File: src/rtl/pipe_ctrl_pkg.sv
// Shared encodings for the pipeline controller: control ops, exception codes,
// control-register addresses and execution-mode values.
package pipe_ctrl_pkg;

   typedef enum logic [1:0] {
      CtrlNop  = 2'd0,
      CtrlWrcr = 2'd1,
      CtrlEret = 2'd2
   } ctrl_op_e;

   typedef enum logic [2:0] {
      ExpNone   = 3'd0,
      ExpExtInt = 3'd1,
      ExpUndef  = 3'd2,
      ExpOvf    = 3'd3,
      ExpMisa   = 3'd4,
      ExpPriv   = 3'd5
   } exp_code_e;

   localparam logic [4:0] CregStatus    = 5'd0;
   localparam logic [4:0] CregPreStatus = 5'd1;
   localparam logic [4:0] CregEpc       = 5'd2;
   localparam logic [4:0] CregExpVector = 5'd3;
   localparam logic [4:0] CregCause     = 5'd4;
   localparam logic [4:0] CregIntMask   = 5'd5;
   localparam logic [4:0] CregIrq       = 5'd6;

   localparam logic ModeKernel = 1'b0;
   localparam logic ModeUser   = 1'b1;

endpackage

File: src/rtl/ctrl_creg.sv
// Control-register file of the pipeline controller: STATUS, PRE_STATUS, EPC,
// EXP_VECTOR, CAUSE, INT_MASK and the read-only IRQ view, plus the read mux.
module ctrl_creg #(
   parameter int unsigned IRQ_W  = 8,
   parameter int unsigned ADDR_W = 30,
   parameter int unsigned DATA_W = 32
) (
   input  logic              clk,
   input  logic              reset,
   input  logic              exp_commit,
   input  logic              eret_commit,
   input  logic              wr_en,
   input  logic [4:0]        wr_addr,
   input  logic [DATA_W-1:0] wr_data,
   input  logic [ADDR_W-1:0] exp_epc,
   input  logic [3:0]        exp_cause,
   input  logic [IRQ_W-1:0]  irq_pend,
   input  logic [4:0]        rd_addr,
   output logic [DATA_W-1:0] rd_data,
   output logic              exe_mode,
   output logic              int_en,
   output logic [ADDR_W-1:0] epc,
   output logic [ADDR_W-1:0] exp_vector,
   output logic [IRQ_W-1:0]  int_mask
);
   import pipe_ctrl_pkg::*;

   // status = {int_en, exe_mode}
   logic [1:0]        status_d, status_q;
   logic [1:0]        pre_status_d, pre_status_q;
   logic [ADDR_W-1:0] epc_d, epc_q;
   logic [ADDR_W-1:0] exp_vector_d, exp_vector_q;
   logic [3:0]        cause_d, cause_q;
   logic [IRQ_W-1:0]  int_mask_d, int_mask_q;
   logic              unused_wr_data;

   assign unused_wr_data = ^wr_data;

   always_comb begin
      status_d     = status_q;
      pre_status_d = pre_status_q;
      epc_d        = epc_q;
      exp_vector_d = exp_vector_q;
      cause_d      = cause_q;
      int_mask_d   = int_mask_q;
      if (exp_commit) begin
         pre_status_d = status_q;
         status_d     = {1'b0, ModeKernel};
         epc_d        = exp_epc;
         cause_d      = exp_cause;
      end else if (eret_commit) begin
         status_d = pre_status_q;
      end else if (wr_en) begin
         case (wr_addr)
            CregStatus:    status_d     = wr_data[1:0];
            CregPreStatus: pre_status_d = wr_data[1:0];
            CregEpc:       epc_d        = wr_data[ADDR_W-1:0];
            CregExpVector: exp_vector_d = wr_data[ADDR_W-1:0];
            CregCause:     cause_d      = wr_data[3:0];
            CregIntMask:   int_mask_d   = wr_data[IRQ_W-1:0];
            default:       ;
         endcase
      end
   end

   always_ff @(posedge clk) begin
      if (reset) begin
         status_q     <= {1'b0, ModeKernel};
         pre_status_q <= '0;
         epc_q        <= '0;
         exp_vector_q <= '0;
         cause_q      <= '0;
         int_mask_q   <= '1;
      end else begin
         status_q     <= status_d;
         pre_status_q <= pre_status_d;
         epc_q        <= epc_d;
         exp_vector_q <= exp_vector_d;
         cause_q      <= cause_d;
         int_mask_q   <= int_mask_d;
      end
   end

   always_comb begin
      rd_data = '0;
      case (rd_addr)
         CregStatus:    rd_data = DATA_W'(status_q);
         CregPreStatus: rd_data = DATA_W'(pre_status_q);
         CregEpc:       rd_data = DATA_W'(epc_q);
         CregExpVector: rd_data = DATA_W'(exp_vector_q);
         CregCause:     rd_data = DATA_W'(cause_q);
         CregIntMask:   rd_data = DATA_W'(int_mask_q);
         CregIrq:       rd_data = DATA_W'(irq_pend);
         default:       rd_data = '0;
      endcase
   end

   assign exe_mode   = status_q[0];
   assign int_en     = status_q[1];
   assign epc        = epc_q;
   assign exp_vector = exp_vector_q;
   assign int_mask   = int_mask_q;

endmodule

File: src/rtl/pipe_ctrl.sv
// Pipeline controller: stall/flush generation and MEM-stage commit of exceptions,
// interrupts (only when PIPE_CTRL_IRQ_EN is defined), ERET and WRCR.
module pipe_ctrl #(
   parameter int unsigned IRQ_W  = 8,
   parameter int unsigned ADDR_W = 30,
   parameter int unsigned DATA_W = 32
) (
   input  logic              clk,
   input  logic              reset,
   input  logic              if_busy,
   input  logic              mem_busy,
   input  logic              ld_hazard,
   input  logic              mem_en,
   input  logic [ADDR_W-1:0] mem_pc,
   input  logic              mem_br_flag,
   input  logic [1:0]        mem_ctrl_op,
   input  logic [4:0]        mem_dst_addr,
   input  logic [DATA_W-1:0] mem_out,
   input  logic [2:0]        mem_exp_code,
   input  logic [IRQ_W-1:0]  irq,
   input  logic [4:0]        creg_rd_addr,
   output logic [DATA_W-1:0] creg_rd_data,
   output logic              exe_mode,
   output logic              if_stall,
   output logic              id_stall,
   output logic              ex_stall,
   output logic              mem_stall,
   output logic              if_flush,
   output logic              id_flush,
   output logic              ex_flush,
   output logic              mem_flush,
   output logic [ADDR_W-1:0] new_pc
);
   import pipe_ctrl_pkg::*;

   logic              stall_all, commit, exp_sync, irq_req, flush;
   logic              exp_commit, eret_commit, wr_en, int_en;
   logic [ADDR_W-1:0] exp_epc, epc, exp_vector;
   logic [3:0]        exp_cause;
   logic [IRQ_W-1:0]  irq_pend, int_mask;

`ifdef PIPE_CTRL_IRQ_EN
   assign irq_pend = irq;
   assign irq_req  = int_en & |(irq & ~int_mask);
`else
   logic unused_irq;
   assign irq_pend   = '0;
   assign irq_req    = 1'b0;
   assign unused_irq = ^{irq, int_mask, int_en};
`endif

   always_comb begin
      stall_all   = if_busy | mem_busy;
      // Reset kills any commit so flushes and new_pc stay low while it is held.
      commit      = mem_en & ~stall_all & ~reset;
      exp_sync    = (mem_exp_code != ExpNone);
      exp_commit  = commit & (exp_sync | irq_req);
      eret_commit = commit & ~exp_sync & ~irq_req & (mem_ctrl_op == CtrlEret);
      wr_en       = commit & ~exp_sync & ~irq_req & (mem_ctrl_op == CtrlWrcr) &
                    (exe_mode == ModeKernel);
      exp_cause   = {mem_br_flag, exp_sync ? mem_exp_code : ExpExtInt};
      exp_epc     = mem_pc - ADDR_W'(mem_br_flag);
      flush       = exp_commit | eret_commit;

      if_stall  = stall_all | ld_hazard;
      id_stall  = stall_all;
      ex_stall  = stall_all;
      mem_stall = stall_all;
      if_flush  = flush;
      id_flush  = flush | (ld_hazard & ~stall_all & ~reset);
      ex_flush  = flush;
      mem_flush = flush;
      new_pc    = '0;
      if (exp_commit) begin
         new_pc = exp_vector;
      end else if (eret_commit) begin
         new_pc = epc;
      end
   end

   ctrl_creg #(
      .IRQ_W  (IRQ_W),
      .ADDR_W (ADDR_W),
      .DATA_W (DATA_W)
   ) u_ctrl_creg (
      .clk         (clk),
      .reset       (reset),
      .exp_commit  (exp_commit),
      .eret_commit (eret_commit),
      .wr_en       (wr_en),
      .wr_addr     (mem_dst_addr),
      .wr_data     (mem_out),
      .exp_epc     (exp_epc),
      .exp_cause   (exp_cause),
      .irq_pend    (irq_pend),
      .rd_addr     (creg_rd_addr),
      .rd_data     (creg_rd_data),
      .exe_mode    (exe_mode),
      .int_en      (int_en),
      .epc         (epc),
      .exp_vector  (exp_vector),
      .int_mask    (int_mask)
   );

endmodule

File: config.mk
export PLATFORM = sky130hd
export DESIGN_NAME = pipe_ctrl
export DESIGN_NICKNAME = d
export VERILOG_FILES = /design/src/rtl/pipe_ctrl_pkg.sv /design/src/rtl/ctrl_creg.sv /design/src/rtl/pipe_ctrl.sv
export SDC_FILE = /design/constraint.sdc
export NUM_CORES = 1
export LEC_CHECK = 0
export ABC_AREA = 1
export CAP_MARGIN = 20
export CORE_ASPECT_RATIO = 1.75
export CORE_MARGIN = 2
export CORE_UTILIZATION = 52
export CTS_BUF_LIST = sky130_fd_sc_hd__clkbuf_2 sky130_fd_sc_hd__clkbuf_4 sky130_fd_sc_hd__clkbuf_8
export CTS_CLUSTER_SIZE = 30
export DETAILED_ROUTE_END_ITERATION = 12
export PLACE_DENSITY = 0.9
export SLEW_MARGIN = 40
export SYNTH_ARGS = -nofsm -noshare
export SYNTH_HDL_FRONTEND = slang
export SYNTH_SLANG_ARGS = --single-unit
File: constraint.sdc
create_clock -name clk -period 2.8 [get_ports clk]
set_input_delay 0.56 -clock clk [delete_from_list [all_inputs] [get_ports clk]]
set_output_delay 0.56 -clock clk [all_outputs]
set_load 0.05 [all_outputs]
==> flow_metrics.env <==
export IMPL_wl_um=18430
export IMPL_die_w_um=78.27
export IMPL_synth_ff_type="dfxtp_1"
export IMPL_fp_dieH_um=134.0
export IMPL_wire_per_inst_um=16.98
export IMPL_post_route_worst_setup_slack_ps=9.335
export IMPL_cap_violations=0
export IMPL_highest_layer="met4"
export IMPL_finish_utilization_pct=79.84
export IMPL_dr_first_iter_drc_count=514
export IMPL_htree_levels=3
export IMPL_final_common_cell="nand2_1"
export IMPL_met3WireLength_um=1269
export IMPL_finalNetCount=1051
export IMPL_clk_pin_slew_ps=80
export IMPL_synth_area_sq_um=5020
export IMPL_grt_max_degree=50
export IMPL_grtUsageTotal_pct=35.09
export IMPL_place_gp_congestion=1.016
export IMPL_core_sq_um=9409
export IMPL_initial_utilization_pct=53.35
export IMPL_synth_top_cell_by_area="dfxtp_1"
export IMPL_grt_pass1_vias=6228
export IMPL_hpwl_um=13460
export IMPL_fin_crit_ps=2791
export IMPL_worst_pin_slew_ps=561.9
export IMPL_setup_viol=0
export IMPL_grt_pass1_wl_um=28990
export IMPL_hold_violations=0
export IMPL_io_pins=163
export IMPL_crit_type="in -> out"
export IMPL_ys_types=35
export IMPL_netlist_area_leader_share_pct=30.31
export IMPL_nFillCells=646
export IMPL_arrival_ps=2230
export IMPL_cts_tree="built"
export IMPL_timing_final_max_slew_violations=0
export IMPL_whs_ps=463.5
export IMPL_port_buffers=150
export IMPL_ant_nets=0
export IMPL_final_cells=1085
export IMPL_yosys_warnings=0
export IMPL_ys_async_sr_fraction_pct=0
export IMPL_place_ws_ps=16.82
export IMPL_fin_skew_ps=9.964
export IMPL_syn_inst=823
export IMPL_route_detailed_drc=0
export IMPL_cp_required_ps=2240
export IMPL_clock_sinks=76
export IMPL_critPathLaunchType="input port"
export IMPL_area_growth_synth_to_final_pct=49.65
export IMPL_insertion_delay_ps=370
export IMPL_m1WireLength_um=6020
export IMPL_synth_avg_cell_area_sq_um=6.099
export IMPL_met2WireLength_um=9576
export IMPL_ir_worst_vdd_mv=0.2959
export IMPL_row_count=47
export IMPL_slew_headroom_pct=62.54
export IMPL_ys_ff_latch=76
export IMPL_vias_per_cell=5.715
export IMPL_crit_path_max_fanout=35
export IMPL_min_path_type="reg -> reg"
export IMPL_numCtsBuffers=9
export IMPL_clock_path_buffers=2
export IMPL_die_area_sq_um=10490
export IMPL_cts_root_buf="clkbuf_8"
export IMPL_rsz0062_at_grt="true"
export IMPL_final_cell_mix="160 x nand2_1, 138 x nor2_1, 131 x inv_1"
export IMPL_dpl_cell_count=1067
export IMPL_worstSetupEndpointType="output port"
export IMPL_drive_gt1_share_pct=13.10
export IMPL_synth_edf_count=0
export IMPL_p_total_mw=2.454
export IMPL_fin_crit_sh_pct=99.67
export IMPL_gr_total_overflow=0
export IMPL_power_density_nw_per_um2=326.7
export IMPL_r2r_cells=7
export IMPL_status="completed"
export IMPL_fmax_ghz=0.3583
export IMPL_ys_seq_area_share_pct=30.31
export IMPL_first_pass_iters=7
export IMPL_synth_area_leaders="dfxtp_1 30%, nand2_1 12%, nor2_1 10%, inv_1 9.9%, o22ai_1 6.7%"
export IMPL_hold_depth=2
export IMPL_antenna_found_initial=1
export IMPL_vias=6201
export IMPL_power_leakage_nw=3.010
==> cell type report <==
| type | instances | area [sq um] | area share (%) |
|---|---|---|---|
| inverter | 136 | 513.0 | 6.829 |
| tap | 122 | 152.6 | 2.032 |
| timing repair buffer | 168 | 2337 | 31.11 |
| multi-input combinational | 566 | 2754 | 36.66 |
| sequential | 76 | 1521 | 20.25 |
| clock inverter | 6 | 93.84 | 1.249 |
| clock buffer | 10 | 137.6 | 1.832 |
| antenna | 1 | 2.502 | 0.03331 |
==> per-layer routing <==
| metal | global-route usage (%) | vias to the layer above |
|---|---|---|
| li1 | - | 2946 |
| met1 | 33.95 | 2811 |
| met2 | 62.55 | 340 |
| met3 | 7.672 | 104 |
| met4 | 28.36 | 0 |
| met5 | 0 | - |
==> cells in the mapped netlist, types with 3 or more instances <==
master,count
a211oi_1,32
a21oi_1,41
buf_2,17
buf_4,7
buf_6,6
clkbuf_1,14
dfxtp_1,76
inv_1,132
inv_2,3
nand2_1,160
nand3_1,55
nand4_1,3
nor2_1,138
nor2_2,3
nor3_1,4
o211ai_1,3
o21ai_0,46
o221ai_1,4
o22ai_1,54
or2_2,3
==> flip-flops by register name, summed over array words and instances (netlist names) <==
register / flops
u_ctrl_creg.cause_q: 4
u_ctrl_creg.epc: 30
u_ctrl_creg.exp_vector: 30
u_ctrl_creg.int_mask: 8
u_ctrl_creg.pre_status_q: 2
u_ctrl_creg.status_q: 2
==> final timing paths <==
path                                             start                              endpoint  slack (ps)
hold / removal     u_ctrl_creg.cause_q[0]$_SDFFE_PP0P_   u_ctrl_creg.cause_q[0]$_SDFFE_PP0P_         460
hold reg to reg    u_ctrl_creg.cause_q[0]$_SDFFE_PP0P_   u_ctrl_creg.cause_q[0]$_SDFFE_PP0P_         460
setup reg to reg  u_ctrl_creg.status_q[0]$_SDFFE_PP0P_  u_ctrl_creg.int_mask[0]$_SDFFE_PP1P_        1200
setup / recovery                              mem_busy                             new_pc[8]           9
==> power breakdown <==
group	total, mW	switching [mW]	leakage [nW]	internal [mW]
registers	1.08	0.00108	0.612	1.08
logic	0.382	0.210	2.28	0.172
clock network	0.989	0.455	0.113	0.534
total	2.45	0.666	3.01	1.79
==> critical path: stages <==
cell	delay, ps
clkdlybuf4s50_1	410
nor2_2	180
nand3_4	120
nor2_2	120
nand3_1	140
buf_12	210
o22ai_1	280
buf_12	180
==> timing repair <==
item	CTS	global route
pin swaps	0	1
buffers inserted	0	1
gates resized for setup	1	6
hold buffers	0	0
cloned	0	0
endpoints found under the setup margin	1	41
==> per-stage QoR <==
stage	setup TNS [ps]	cell area [sq um]
finish	0	7512
global route	-1562	7512
CTS	0	7478
detailed placement	0	7241
global placement	0	7241
floorplan	-191.4	5024
==> kinds of logic after synthesis <==
group / Yosys count / synth area share (%)
adders and majority gates: 2 / 0.4984
AOI/OAI and AO/OA: 185 / 22.03
other: 1 / 0.07470
buffers and inverters: 182 / 15.50
and+or+nand+nor: 375 / 31.23
xor gates and xnor gates: 2 / 0.3490
DFF: 76 / 30.31
Note: power is estimated with default switching activity, not from simulation.
